==> src/rtl/ami_client_mux_pkg.sv <==
// Shared types for the AMI client mux: request/response structs, port
// indices, arbiter state encoding and a min-1 log2 helper.
package AMIMuxTypes;

    localparam int AMI_ADDR_W    = 64;
    localparam int AMI_DATA_W    = 64;
    localparam int AMI_SIZE_W    = 8;
    localparam int AMI_NUM_PORTS = 2;
    localparam int AMI_RD_PORT   = 0;
    localparam int AMI_WR_PORT   = 1;

    typedef struct packed {
        logic                  valid;
        logic                  isWrite;
        logic [AMI_ADDR_W-1:0] addr;
        logic [AMI_DATA_W-1:0] data;
        logic [AMI_SIZE_W-1:0] size;
    } AMIRequest;

    typedef struct packed {
        logic                  valid;
        logic [AMI_DATA_W-1:0] data;
        logic [AMI_SIZE_W-1:0] size;
    } AMIResponse;

    // Widest client index supported; instances use the low CLIENT_ID_W bits.
    typedef logic [7:0] client_id_t;

    typedef enum logic {IDLE, LOCKED} arb_state_e;

    // log2 rounded up, never below 1 so single-entry indices still have a bit
    function automatic int c_log_2(input int n);
        return (n > 1) ? $clog2(n) : 1;
    endfunction

endpackage

==> src/rtl/ami_client_mux_if.sv <==
// One bundle of N AMI request/response channels. The side that issues
// requests uses the master modport, the side that serves them uses slave.
interface ami_client_mux_if #(parameter int N = 1);
    import AMIMuxTypes::*;

    AMIRequest  [N-1:0] req;
    logic       [N-1:0] req_grant;
    AMIResponse [N-1:0] resp;
    logic       [N-1:0] resp_grant;

    modport master (output req, input req_grant, input resp, output resp_grant);
    modport slave  (input req, output req_grant, output resp, input resp_grant);
endinterface

==> src/rtl/ami_client_mux_rr_arbiter.sv <==
// Round-robin arbiter with a lock: once a selection is presented and not
// granted, it is held until it transfers so the memory side never sees
// the request change under a pending valid.
module ami_rr_arbiter
    import AMIMuxTypes::*;
#(
    parameter int N    = 4,
    parameter int ID_W = c_log_2(N)
) (
    input  logic            clk,
    input  logic            reset,
    input  logic [N-1:0]    req,
    input  logic            issue_en,   // permits a fresh selection from IDLE
    input  logic            grant,
    output logic [ID_W-1:0] win_idx,
    output logic            win_vld
);
    arb_state_e      state_q, state_d;
    logic [ID_W-1:0] rr_ptr_q, rr_ptr_d;
    logic [ID_W-1:0] lock_q, lock_d;
    logic [ID_W-1:0] pick, idx;
    logic            pick_vld;

    // first requester at or after rr_ptr; descending loop leaves the nearest
    always_comb begin
        pick     = '0;
        pick_vld = 1'b0;
        idx      = '0;
        for (int k = N - 1; k >= 0; k--) begin
            idx = ID_W'((int'(rr_ptr_q) + k) % N);
            if (issue_en && req[idx]) begin
                pick     = idx;
                pick_vld = 1'b1;
            end
        end
    end

    // held selection while LOCKED, otherwise the fresh pick
    always_comb begin
        if (state_q == LOCKED) begin
            win_idx = lock_q;
            win_vld = req[lock_q];
        end else begin
            win_idx = pick;
            win_vld = pick_vld;
        end
    end

    // transfer advances rr_ptr past the winner; a refused request locks
    always_comb begin
        state_d  = state_q;
        rr_ptr_d = rr_ptr_q;
        lock_d   = lock_q;
        if (win_vld && grant) begin
            state_d  = IDLE;
            rr_ptr_d = (int'(win_idx) == N - 1) ? '0 : win_idx + ID_W'(1);
        end else if (win_vld) begin
            state_d = LOCKED;
            lock_d  = win_idx;
        end else begin
            state_d = IDLE;  // a locked client that drops valid frees the port
        end
    end

    // state register
    always_ff @(posedge clk) begin
        if (reset) begin
            state_q  <= IDLE;
            rr_ptr_q <= '0;
            lock_q   <= '0;
        end else begin
            state_q  <= state_d;
            rr_ptr_q <= rr_ptr_d;
            lock_q   <= lock_d;
        end
    end

endmodule

==> src/rtl/ami_client_mux.sv <==
// N-client front end for AMI memory: reads go to port 0, writes to port 1,
// each with its own round-robin arbiter. Read responses return in order and
// are routed by an ID FIFO of issuing clients.
// Optional macro AMI_MUX_PERF_EN builds stall counters and a high-water mark.
module ami_client_mux
    import AMIMuxTypes::*;
#(
    parameter int  NUM_CLIENTS     = 4,
    parameter int  MAX_OUTSTANDING = 16,
    parameter int  CLIENT_ID_W     = c_log_2(NUM_CLIENTS),
    localparam int PTR_W           = c_log_2(MAX_OUTSTANDING),
    localparam int OUT_W           = PTR_W + 1
) (
    input  logic             clk,
    input  logic             reset,
    ami_client_mux_if.slave  client,
    ami_client_mux_if.master mem,
    output logic [OUT_W-1:0] outstanding,
    output logic             proto_err,
    output logic [31:0]      perf_rd_stall,
    output logic [31:0]      perf_wr_stall,
    output logic [OUT_W-1:0] perf_hwm
);
    logic [NUM_CLIENTS-1:0] rd_cand, wr_cand;
    logic [CLIENT_ID_W-1:0] rd_win, wr_win, head;
    logic                   rd_win_vld, wr_win_vld, rd_req_vld, wr_req_vld;
    logic                   rd_xfer, wr_xfer, resp_ok, resp_xfer;
    logic [CLIENT_ID_W-1:0] fifo_q [MAX_OUTSTANDING];
    logic [CLIENT_ID_W-1:0] fifo_d [MAX_OUTSTANDING];
    logic [PTR_W-1:0]       wptr_q, wptr_d, rptr_q, rptr_d;
    logic [OUT_W-1:0]       cnt_q, cnt_d;
    logic                   proto_err_q, proto_err_d;
    AMIResponse             unused_resp1;

    assign unused_resp1 = mem.resp[AMI_WR_PORT];

    // split client requests into read and write candidates
    always_comb begin
        for (int i = 0; i < NUM_CLIENTS; i++) begin
            rd_cand[i] = client.req[i].valid && !client.req[i].isWrite;
            wr_cand[i] = client.req[i].valid &&  client.req[i].isWrite;
        end
    end

    ami_rr_arbiter #(.N(NUM_CLIENTS), .ID_W(CLIENT_ID_W)) u_rd_arb (
        .clk      (clk),
        .reset    (reset),
        .req      (rd_cand),
        .issue_en (cnt_q != OUT_W'(MAX_OUTSTANDING)),
        .grant    (rd_xfer),
        .win_idx  (rd_win),
        .win_vld  (rd_win_vld)
    );

    ami_rr_arbiter #(.N(NUM_CLIENTS), .ID_W(CLIENT_ID_W)) u_wr_arb (
        .clk      (clk),
        .reset    (reset),
        .req      (wr_cand),
        .issue_en (1'b1),
        .grant    (wr_xfer),
        .win_idx  (wr_win),
        .win_vld  (wr_win_vld)
    );

    // drive each port from its winner and reflect the memory grant back
    always_comb begin
        rd_req_vld = rd_win_vld && !reset;
        wr_req_vld = wr_win_vld && !reset;
        rd_xfer    = rd_req_vld && mem.req_grant[AMI_RD_PORT];
        wr_xfer    = wr_req_vld && mem.req_grant[AMI_WR_PORT];
        mem.req[AMI_RD_PORT]       = client.req[rd_win];
        mem.req[AMI_RD_PORT].valid = rd_req_vld;
        mem.req[AMI_WR_PORT]       = client.req[wr_win];
        mem.req[AMI_WR_PORT].valid = wr_req_vld;
        for (int i = 0; i < NUM_CLIENTS; i++) begin
            client.req_grant[i] = (rd_xfer && rd_win == CLIENT_ID_W'(i)) ||
                                  (wr_xfer && wr_win == CLIENT_ID_W'(i));
        end
    end

    // route the port-0 response to the client at the FIFO head
    always_comb begin
        head    = fifo_q[rptr_q];
        resp_ok = mem.resp[AMI_RD_PORT].valid && (cnt_q != '0) && !reset;
        for (int i = 0; i < NUM_CLIENTS; i++) begin
            client.resp[i]       = mem.resp[AMI_RD_PORT];
            client.resp[i].valid = resp_ok && (head == CLIENT_ID_W'(i));
        end
        resp_xfer = resp_ok && client.resp_grant[head];
        mem.resp_grant[AMI_RD_PORT] = resp_xfer;
        mem.resp_grant[AMI_WR_PORT] = 1'b0;
    end

    // ID FIFO push/pop, occupancy and the sticky protocol error
    always_comb begin
        fifo_d = fifo_q;
        wptr_d = wptr_q;
        rptr_d = rptr_q;
        cnt_d  = cnt_q;
        if (rd_xfer) begin
            fifo_d[wptr_q] = rd_win;
            wptr_d         = wptr_q + PTR_W'(1);
        end
        if (resp_xfer) rptr_d = rptr_q + PTR_W'(1);
        if (rd_xfer && !resp_xfer) cnt_d = cnt_q + OUT_W'(1);
        if (!rd_xfer && resp_xfer) cnt_d = cnt_q - OUT_W'(1);
        proto_err_d = proto_err_q || (mem.resp[AMI_RD_PORT].valid && cnt_q == '0);
    end

    // FIFO storage needs no reset: entries are only read below the count
    always_ff @(posedge clk) begin
        fifo_q <= fifo_d;
    end

    // control registers
    always_ff @(posedge clk) begin
        if (reset) begin
            wptr_q      <= '0;
            rptr_q      <= '0;
            cnt_q       <= '0;
            proto_err_q <= 1'b0;
        end else begin
            wptr_q      <= wptr_d;
            rptr_q      <= rptr_d;
            cnt_q       <= cnt_d;
            proto_err_q <= proto_err_d;
        end
    end

    assign outstanding = reset ? '0 : cnt_q;
    assign proto_err   = proto_err_q && !reset;

`ifdef AMI_MUX_PERF_EN
    logic [31:0]      rd_stall_q, rd_stall_d, wr_stall_q, wr_stall_d;
    logic [OUT_W-1:0] hwm_q, hwm_d;

    // saturating stall counters and occupancy high-water mark
    always_comb begin
        rd_stall_d = rd_stall_q;
        wr_stall_d = wr_stall_q;
        hwm_d      = hwm_q;
        if (rd_req_vld && !mem.req_grant[AMI_RD_PORT] && rd_stall_q != '1)
            rd_stall_d = rd_stall_q + 32'd1;
        if (wr_req_vld && !mem.req_grant[AMI_WR_PORT] && wr_stall_q != '1)
            wr_stall_d = wr_stall_q + 32'd1;
        if (cnt_d > hwm_q) hwm_d = cnt_d;
    end

    // perf registers
    always_ff @(posedge clk) begin
        if (reset) begin
            rd_stall_q <= '0;
            wr_stall_q <= '0;
            hwm_q      <= '0;
        end else begin
            rd_stall_q <= rd_stall_d;
            wr_stall_q <= wr_stall_d;
            hwm_q      <= hwm_d;
        end
    end

    assign perf_rd_stall = rd_stall_q;
    assign perf_wr_stall = wr_stall_q;
    assign perf_hwm      = hwm_q;
`else
    assign perf_rd_stall = '0;
    assign perf_wr_stall = '0;
    assign perf_hwm      = '0;
`endif

endmodule

==> src/flat_wrapper.sv <==
// flat-port wrapper written by rule: the top's interface ports become plain ports
module ami_client_mux_flat import AMIMuxTypes::*;
#(
    parameter int  NUM_CLIENTS     = 4,
    parameter int  MAX_OUTSTANDING = 16,
    parameter int  CLIENT_ID_W     = c_log_2(NUM_CLIENTS),
    localparam int PTR_W           = c_log_2(MAX_OUTSTANDING),
    localparam int OUT_W           = PTR_W + 1
)
  (clk, reset, outstanding, proto_err, perf_rd_stall, perf_wr_stall, perf_hwm, client_req, client_req_grant, client_resp, client_resp_grant, mem_req, mem_req_grant, mem_resp, mem_resp_grant);
  ami_client_mux_if #(.N((4))) client_i ();
  ami_client_mux_if #(.N(2)) mem_i ();
  input  logic clk;
  input  logic reset;
  output logic [OUT_W-1:0] outstanding;
  output logic proto_err;
  output logic [31:0] perf_rd_stall;
  output logic [31:0] perf_wr_stall;
  output logic [OUT_W-1:0] perf_hwm;
  input wire logic [$bits(client_i.req)-1:0] client_req;
  output wire logic [$bits(client_i.req_grant)-1:0] client_req_grant;
  output wire logic [$bits(client_i.resp)-1:0] client_resp;
  input wire logic [$bits(client_i.resp_grant)-1:0] client_resp_grant;
  output wire logic [$bits(mem_i.req)-1:0] mem_req;
  input wire logic [$bits(mem_i.req_grant)-1:0] mem_req_grant;
  input wire logic [$bits(mem_i.resp)-1:0] mem_resp;
  output wire logic [$bits(mem_i.resp_grant)-1:0] mem_resp_grant;
  assign client_i.req = client_req;
  assign client_req_grant = client_i.req_grant;
  assign client_resp = client_i.resp;
  assign client_i.resp_grant = client_resp_grant;
  assign mem_req = mem_i.req;
  assign mem_i.req_grant = mem_req_grant;
  assign mem_i.resp = mem_resp;
  assign mem_resp_grant = mem_i.resp_grant;
  ami_client_mux #(.NUM_CLIENTS(NUM_CLIENTS), .MAX_OUTSTANDING(MAX_OUTSTANDING), .CLIENT_ID_W(CLIENT_ID_W)) u_core (.clk(clk), .reset(reset), .client(client_i), .mem(mem_i), .outstanding(outstanding), .proto_err(proto_err), .perf_rd_stall(perf_rd_stall), .perf_wr_stall(perf_wr_stall), .perf_hwm(perf_hwm));
endmodule
==> config.mk <==
export PLATFORM = sky130hd
export DESIGN_NAME = ami_client_mux_flat
export DESIGN_NICKNAME = d
export VERILOG_FILES = /design/src/rtl/ami_client_mux_pkg.sv /design/src/rtl/ami_client_mux_if.sv /design/src/rtl/ami_client_mux_rr_arbiter.sv /design/src/rtl/ami_client_mux.sv /design/src/flat_wrapper.sv
export SDC_FILE = /design/constraint.sdc
export NUM_CORES = 1
export LEC_CHECK = 0
export CAP_MARGIN = 20
export CORE_AREA = 2 2 525 527
export CTS_BUF_LIST = sky130_fd_sc_hd__clkbuf_16
export DETAILED_ROUTE_END_ITERATION = 12
export DIE_AREA = 0 0 527 529
export GPL_ROUTABILITY_DRIVEN = 0
export PLACE_DENSITY = 0.3
export SYNTH_ARGS = -nofsm -noshare
export SYNTH_HDL_FRONTEND = slang
export SYNTH_HIERARCHICAL = 1
export SYNTH_SLANG_ARGS = --single-unit
==> constraint.sdc <==
create_clock -name clk -period 9.45 [get_ports clk]
set_input_delay 1.4175 -clock clk [delete_from_list [all_inputs] [get_ports clk]]
set_output_delay 1.4175 -clock clk [all_outputs]
set_load 0.01 [all_outputs]
==> impl_results.md, run 1 <==
- Run status: finished clean
- Area added between synthesis and finish: 85.9%
- Leak: 6.40 nW
- FP Rows: 192
- Full die area: 279000 um2
- CTS tree: done
- DRT iter0 DRCs: 493
- GRT Total Usage: 9.93%
- Largest delay share family, worst path: buffers and inverters
- RSZ-0062 raised after global routing: false
- Maximum buffer depth of the clock tree: 2
- Top post-synthesis cells by area: mux4_2, buf_4, edfxtp_1
- Clock Skew: 0.0102 ns
- Nets: 2242
- H-tree level count: 2
- Core area: 273000 um2
- Fin Hold WS: 0.469 ns
- Synth cell types: 52
- Critical Path RT: 8.03 ns
- Root buf cell: clkbuf_16
- Ys Warns: 6
- Synth Flop Type: edfxtp_1
- Clk pwr share: 8.2%
- Skew-Pair Late Insertion Delay: 0.31 ns
- Die extent in y: 529 um
- Arr. time, crit path: 5.58 ns
- TritonCTS Sinks: 56
- Worst reg-to-reg setup slack: 5.14 ns
- Register area share after synthesis: 11.6%
- Wire length after detailed routing: 145 mm
- Dpl hpwl: 133 mm
- Hold Path Class: flop to flop
- Top-count cell post-synth: buf_4
- Synth cell count leaders: buf_4, mux4_2, nor2_1
- Max Freq: 143 MHz
- Initial Utilization: 4.54%
- I/O pin count: 1355
- Storage cell area: 1440 um2
- Post-synthesis async set-or-reset flop share: 0%
- Largest fanout on the critical path: 29
- Final setup vio count: 0
- Kind of critical path: input pin to output pin
- Final period demand of the worst path: 7.00 ns
- Sw power: 0.00120 W
- Max VDD drop: 0.0000583 V
- ANT nets after route: 0
- Power, Total: 0.00243 W
- Slowest CP cell: clkdlybuf4s50_1
- Endpoints failing hold: 0
- Buf+Inv Stages, Crit Path: 4
- Sw Share: 49.4%
- Area of the multi-input gates: 8170 um2
- CP Cell Sequence: clkdlybuf4s50_1 > nor2b_1 > nand2b_1 > nand3_1 > o21a_1 > o31ai_4 > buf_4 > buf_4 > mux4_2 > clkdlybuf4s50_1
- Hold buffers post-CTS: 0
- Post-synth EDFFs: 32
- Max-cap violations: 0
- Vias in the first global route: 12263
- Sequential power share: 11.3%
- Routed len/inst: 28.2 um
- Syn Std Cell Area: 12400 um2
- Pint: 0.00123 W
- Worst relative slew slack: 38.2%
- Final period utilization: 74.1%
- # port buffers: 851
- Top cell type's share of synthesized area: 51.5%
- Combinational share of power: 80.4%
- Vias per cell: 2.22
- PostCTS Resize Cnt: 0
- DRC: 0
- Pre-Repair DR Iteration Count: 4
- Crit end category: output pin
- Clock transition at path regs: 0.08 ns
- PwrDens: 105 nW/um2
- Setup_tns: 0 ns
- Crit-path max cell delay: 0.67 ns
- GRT overflow: 0
- Die W: 527 um
- First-pass GRT wire length: 172 mm
- Fillers: 31563
- Post-CTS setup repair buffer count: 0
- Layout cells sized above 1: 21.4%
- Largest net degree at the start of global routing: 68
- Non-filler cells, final: 5121
- Dpl cells: 5106
- Slew @ Worst Pin: 0.924 ns
- Initial antenna violation count: 37
- Nature of the critical path startpoint: input pin
- Yosys top cell by area: mux4_2
- Cts bufs inserted: 5
- Post-Syn Instances: 1016
- DR vias: 11344
- Max-slew violation count: 0
- Register bit total from synthesis: 56
- Avg Inst Size Synth: 12.2 um2
layout by cell type (no fill, tap or decap), drive strengths merged, types with 6 or more instances in the layout:
cell	netlist	layout
dfxtp	24	24
nor3	6	6
clkdlybuf4s50	0	851
ha	11	11
nand2	24	24
mux4	283	283
buf	401	16
nor2b	18	18
and2	6	6
inv	14	15
edfxtp	32	32
a21oi	15	15
nand2b	10	10
o21ai	8	8
diode	0	7
mux2i	9	9
nor2	36	36
or2b	7	7
conb	2	72
a31oi	7	7
nand3	8	8
layout make-up:
type / count / share of cell area, %
Timing Repair Buffer: 867 / 37.8
Clock inverter: 3 / 0.0924
Inverter: 14 / 0.228
Clock buffer: 5 / 0.544
Multi-Input combinational cell: 580 / 35.5
Antenna cell: 7 / 0.0761
Tap cell: 3589 / 19.5
Sequential cell: 56 / 6.26
tightest hold or removal path, cell delays in order (launching register included):
cell	delay, ns
dfxtp_1	0.33
a31oi_1	0.04
nor2_1	0.07
path summary, 6_finish.rpt:
| check | startpoint | to | cells past startpoint |
|---|---|---|---|
| max | client_req[551] | mem_req[44] | 10 |
| min | u_core/proto_err_q$_SDFF_PP0_ | u_core/proto_err_q$_SDFF_PP0_ | 2 |
| max reg2reg | u_core/cnt_q[0]$_SDFFE_PP0P_ | u_core/cnt_q[4]$_SDFFE_PP0P_ | 14 |
| min reg2reg | u_core/proto_err_q$_SDFF_PP0_ | u_core/proto_err_q$_SDFF_PP0_ | 2 |
registers in the layout (all words and copies together) (netlist names):
signal,count
u_core/u_wr_arb/rr_ptr_q,2
u_core/u_rd_arb/lock_q,2
u_core/fifo_q,32
u_core/wptr_q,4
u_core/u_wr_arb/lock_q,2
u_core/u_rd_arb/state_q,1
u_core/proto_err_q,1
u_core/u_rd_arb/rr_ptr_q,2
u_core/cnt_q,5
u_core/u_wr_arb/state_q,1
u_core/rptr_q,4
stage by stage:
stage	area [um2]	util, %	setup WS (ns)
final	23000	8.43	2.45
after global placement	22900	8.37	2.24
after global routing	23000	8.43	2.16
after detailed placement	22900	8.37	2.23
after floorplan	12600	-	3.38
after CTS	23000	8.43	2.22
kinds of logic (layout without fill, tap and decap cells):
family	count (synthesis)	in the layout	synth area share (%)
AOI/OAI and AO/OA	59	59	3.28
xor gates and xnor gates	7	7	0.495
adders and majority gates	12	12	1.27
buffers and inverters	450	889	24.9
DFF	56	56	11.6
muxes	297	297	52.7
other	2	79	0.0606
and+or+nand+nor	133	133	5.73
metal layers:
| metal | GRT usage, % | vias up | routed length [um] |
|---|---|---|---|
| li1 | - | 4606 | - |
| met1 | 9.81 | 5689 | 48200 |
| met2 | 16.2 | 906 | 67300 |
| met3 | 8.43 | 131 | 27000 |
| met4 | 1.10 | 12 | 1910 |
| met5 | 0.0519 | - | 72 |
power groups by stage:
stage	clock [W]	combinational, W	sequential, W
6_report	0.000200	0.00195	0.000275
5_1_grt	0.000219	0.00213	0.000277
4_1_cts	0.000212	0.00208	0.000275
3_5_place_dp	0	0.00207	0.000281
3_3_place_gp	0	0.00208	0.000281
2_1_floorplan	0	0.000767	0.000278
Power figures use the tool's default switching activity.
==> inputs of run 2 (changes only) <==
--- a/config.mk
+++ b/config.mk
@@ -6,10 +6,10 @@
 export NUM_CORES = 1
 export LEC_CHECK = 0
 export CAP_MARGIN = 20
-export CORE_AREA = 2 2 525 527
+export CORE_AREA = 2 2 520 522
 export CTS_BUF_LIST = sky130_fd_sc_hd__clkbuf_16
 export DETAILED_ROUTE_END_ITERATION = 12
-export DIE_AREA = 0 0 527 529
+export DIE_AREA = 0 0 522 524
 export GPL_ROUTABILITY_DRIVEN = 0
 export PLACE_DENSITY = 0.3
 export SYNTH_ARGS = -nofsm -noshare
==> constraint.sdc (replaced) <==
create_clock -name clk -period 7.15 [get_ports clk]
set_input_delay 1.0725 -clock clk [delete_from_list [all_inputs] [get_ports clk]]
set_output_delay 1.0725 -clock clk [all_outputs]
set_load 0.01 [all_outputs]
==> run 2 against run 1 <==
Compared with the run above: sequential power is 32% higher; non-clock buffer count grew 14; first-iteration DRC count up 10%; highest routed layer unchanged; routed wire length shrank 3.8%; critical endpoint is now mem_req[3]; via count is essentially flat; cell area is 0.49% higher; final cell count shrank 0.45%; largest power group unchanged; clock skew increased by 0.0054 ns; worst setup slack worse by 1.3 ns; critical path depth unchanged.
==> impl_results.md, run 2 (synthesis results as in run 1) <==
- Place WS: 0.979 ns (was 2.23 ns)
- Clock transition at path regs: 0.09 ns (was 0.08 ns)
- Full die area: 274000 um2 (was 279000 um2)
- Pre-Repair DR Iteration Count: 6 (was 4)
- Sw power: 0.00155 W (was 0.00120 W)
- Worst relative slew slack: 35.9% (was 38.2%)
- Initial antenna violation count: 24 (was 37)
- Max VDD drop: 0.0000807 V (was 0.0000583 V)
- First-pass GRT wire length: 165 mm (was 172 mm)
- Nature of the critical path startpoint: input pin (unchanged)
- Vias per cell: 2.23 (was 2.22)
- GRT overflow: 0 (unchanged)
- Clock Skew: 0.0155 ns (was 0.0102 ns)
- Layout cells sized above 1: 22.6% (was 21.4%)
- Setup crit start: client_req[551] (unchanged)
- Final period utilization: 83.6%
- H-tree level count: 2 (unchanged)
- Root buf cell: clkbuf_16 (unchanged)
- Vias in the first global route: 12391 (was 12263)
- Final period demand of the worst path: 5.98 ns
- Dpl hpwl: 128 mm (was 133 mm)
- Hold Path Class: flop to flop (unchanged)
- Max-cap violations: 0 (unchanged)
- Largest fanout on the critical path: 23 (was 29)
- Commonest non-fill, non-tap cell in the layout: clkdlybuf4s50_1 (unchanged)
- Final Util: 8.65% (was 8.43%)
- Largest Register: u_core/fifo_q (unchanged)
- Largest net degree at the start of global routing: 53 (was 68)
- Fillers: 30864 (was 31563)
- Crit end category: output pin (unchanged)
- DR vias: 11350 (was 11344)
- Nets: 2256 (was 2242)
- Final instance area: 23100 um2 (was 23000 um2)
- Worst r2r src: u_core/cnt_q[0]$_SDFFE_PP0P_ (unchanged)
- Final setup vio count: 0 (unchanged)
- Skew-Pair Late Insertion Delay: 0.32 ns (was 0.31 ns)
- FF-to-FF path depth: 14 (unchanged)
- Arr. time, crit path: 4.91 ns (was 5.58 ns)
- Commonest cells after routing, fill and taps aside: clkdlybuf4s50_1, mux4_2, conb_1, nor2_1, edfxtp_1 (unchanged)
- Slew @ Worst Pin: 0.958 ns (was 0.924 ns)
- Largest registers: u_core/fifo_q: 32 flops, u_core/cnt_q: 5 flops (unchanged)
- Max-slew violation count: 0 (unchanged)
- I/O pin count: 1355 (unchanged)
- Die W: 522 um (was 527 um)
- Die extent in y: 524 um (was 529 um)
- ANT nets after route: 0 (unchanged)
- PostCTS Resize Cnt: 0 (unchanged)
- Kind of critical path: input pin to output pin (unchanged)
- Sw Share: 48.6% (was 49.4%)
- Critical Path RT: 6.08 ns (was 8.03 ns)
- Cts bufs inserted: 5 (unchanged)
- Combinational share of power: 80.1% (was 80.4%)
- Wire length after detailed routing: 139 mm (was 145 mm)
- Routed len/inst: 27.3 um (was 28.2 um)
- GRT Total Usage: 9.70% (was 9.93%)
- Pint: 0.00164 W (was 0.00123 W)
- CTS tree: done (unchanged)
- Final WS setup: 1.17 ns (was 2.45 ns)
- Setup_tns: 0 ns (unchanged)
- Worst reg-to-reg setup slack: 2.68 ns (was 5.14 ns)
- TritonCTS Sinks: 56 (unchanged)
- RSZ-0062 raised after global routing: false (unchanged)
- DRC: 0 (unchanged)
- PwrDens: 138 nW/um2 (was 105 nW/um2)
- Core area: 267000 um2 (was 273000 um2)
- R2r endpoint: u_core/cnt_q[4]$_SDFFE_PP0P_ (unchanged)
- Post-CTS setup repair buffer count: 0 (unchanged)
- Max reg flops: 32 (unchanged)
- CP endpoint: mem_req[3] (was mem_req[44])
- Initial Utilization: 4.63% (was 4.54%)
- Leak: 6.50 nW (was 6.40 nW)
- FP Rows: 190 (was 192)
- Power, Total: 0.00319 W (was 0.00243 W)
- Clk pwr share: 8.5% (was 8.2%)
- Endpoints failing hold: 0 (unchanged)
- Maximum buffer depth of the clock tree: 2 (unchanged)
- Hold buffers post-CTS: 0 (unchanged)
- Hold Path Stages: 2 (unchanged)
- Area added between synthesis and finish: 86.8% (was 85.9%)
- Max Freq: 167 MHz
- Sequential power share: 11.4% (was 11.3%)
- Run status: finished clean (unchanged)
- # port buffers: 851 (unchanged)
- DRT iter0 DRCs: 543 (was 493)
- Post-place instance area: 23000 um2 (was 22900 um2)
-- run 2: changes by cell type in the layout (fill, tap and decap cells not counted), sizes merged --
cell,change
buf,+22
clkdlybuf4s50,-8
-- run 2: final cells by class --
| cell class | count | area, um2 | share of cell area, % |
|---|---|---|---|
| timing repair buffer | 881 | 8860 | 38.3 |
| multi-input combinational | 580 | 8170 | 35.3 |
| tap | 3552 | 4440 | 19.2 |
| sequential | 56 | 1440 | 6.23 |
| clock buffer | 5 | 125 | 0.541 |
| inverter | 14 | 52.6 | 0.227 |
| clock inverter | 3 | 21.3 | 0.0920 |
| antenna | 7 | 17.5 | 0.0757 |
-- run 2: how the worst min path moves through the flow --
| stage | start | end | slack (ns) |
|---|---|---|---|
| after global placement | u_core/proto_err_q$_SDFF_PP0_ | u_core/proto_err_q$_SDFF_PP0_ | 0.45 |
| final | u_core/proto_err_q$_SDFF_PP0_ | u_core/proto_err_q$_SDFF_PP0_ | 0.47 |
| after detailed placement | u_core/proto_err_q$_SDFF_PP0_ | u_core/proto_err_q$_SDFF_PP0_ | 0.46 |
| after floorplan | u_core/proto_err_q$_SDFF_PP0_ | u_core/proto_err_q$_SDFF_PP0_ | 0.43 |
| after CTS | u_core/proto_err_q$_SDFF_PP0_ | u_core/proto_err_q$_SDFF_PP0_ | 0.48 |
| after global routing | u_core/proto_err_q$_SDFF_PP0_ | u_core/proto_err_q$_SDFF_PP0_ | 0.52 |
-- run 2: routing by layer --
layer	wire (um)	vias up	track usage, %
met5	33	-	0.104
met4	1800	4	1.38
met3	27000	105	8.60
met2	64100	858	15.6
met1	46100	5751	9.49
li1	-	4632	-
-- run 2: power groups by stage --
stage,Clock [W],Combinational [W],Sequential [W]
6_report,0.000271,0.00256,0.000364
2_1_floorplan,0,0.00101,0.000367
4_1_cts,0.000294,0.00273,0.000364
3_5_place_dp,0,0.00271,0.000371
5_1_grt,0.000306,0.00279,0.000365
3_3_place_gp,0,0.00272,0.000371
-- run 2: worst max-delay path, stage by stage --
cell,delay [ns]
clkdlybuf4s50_1,0.46
nor2b_1,0.44
nand2b_1,0.18
nand3_1,0.08
o21a_1,0.18
o31ai_4,0.36
buf_12,0.27
buf_4,0.32
mux4_2,0.54
clkdlybuf4s50_1,0.95
-- run 2: stage by stage --
stage	hold slack, ns	cells
floorplan	0.429	1086
global placement	0.448	5083
detailed placement	0.457	5083
CTS	0.478	5091
global route	0.523	5096
finish	0.472	5098
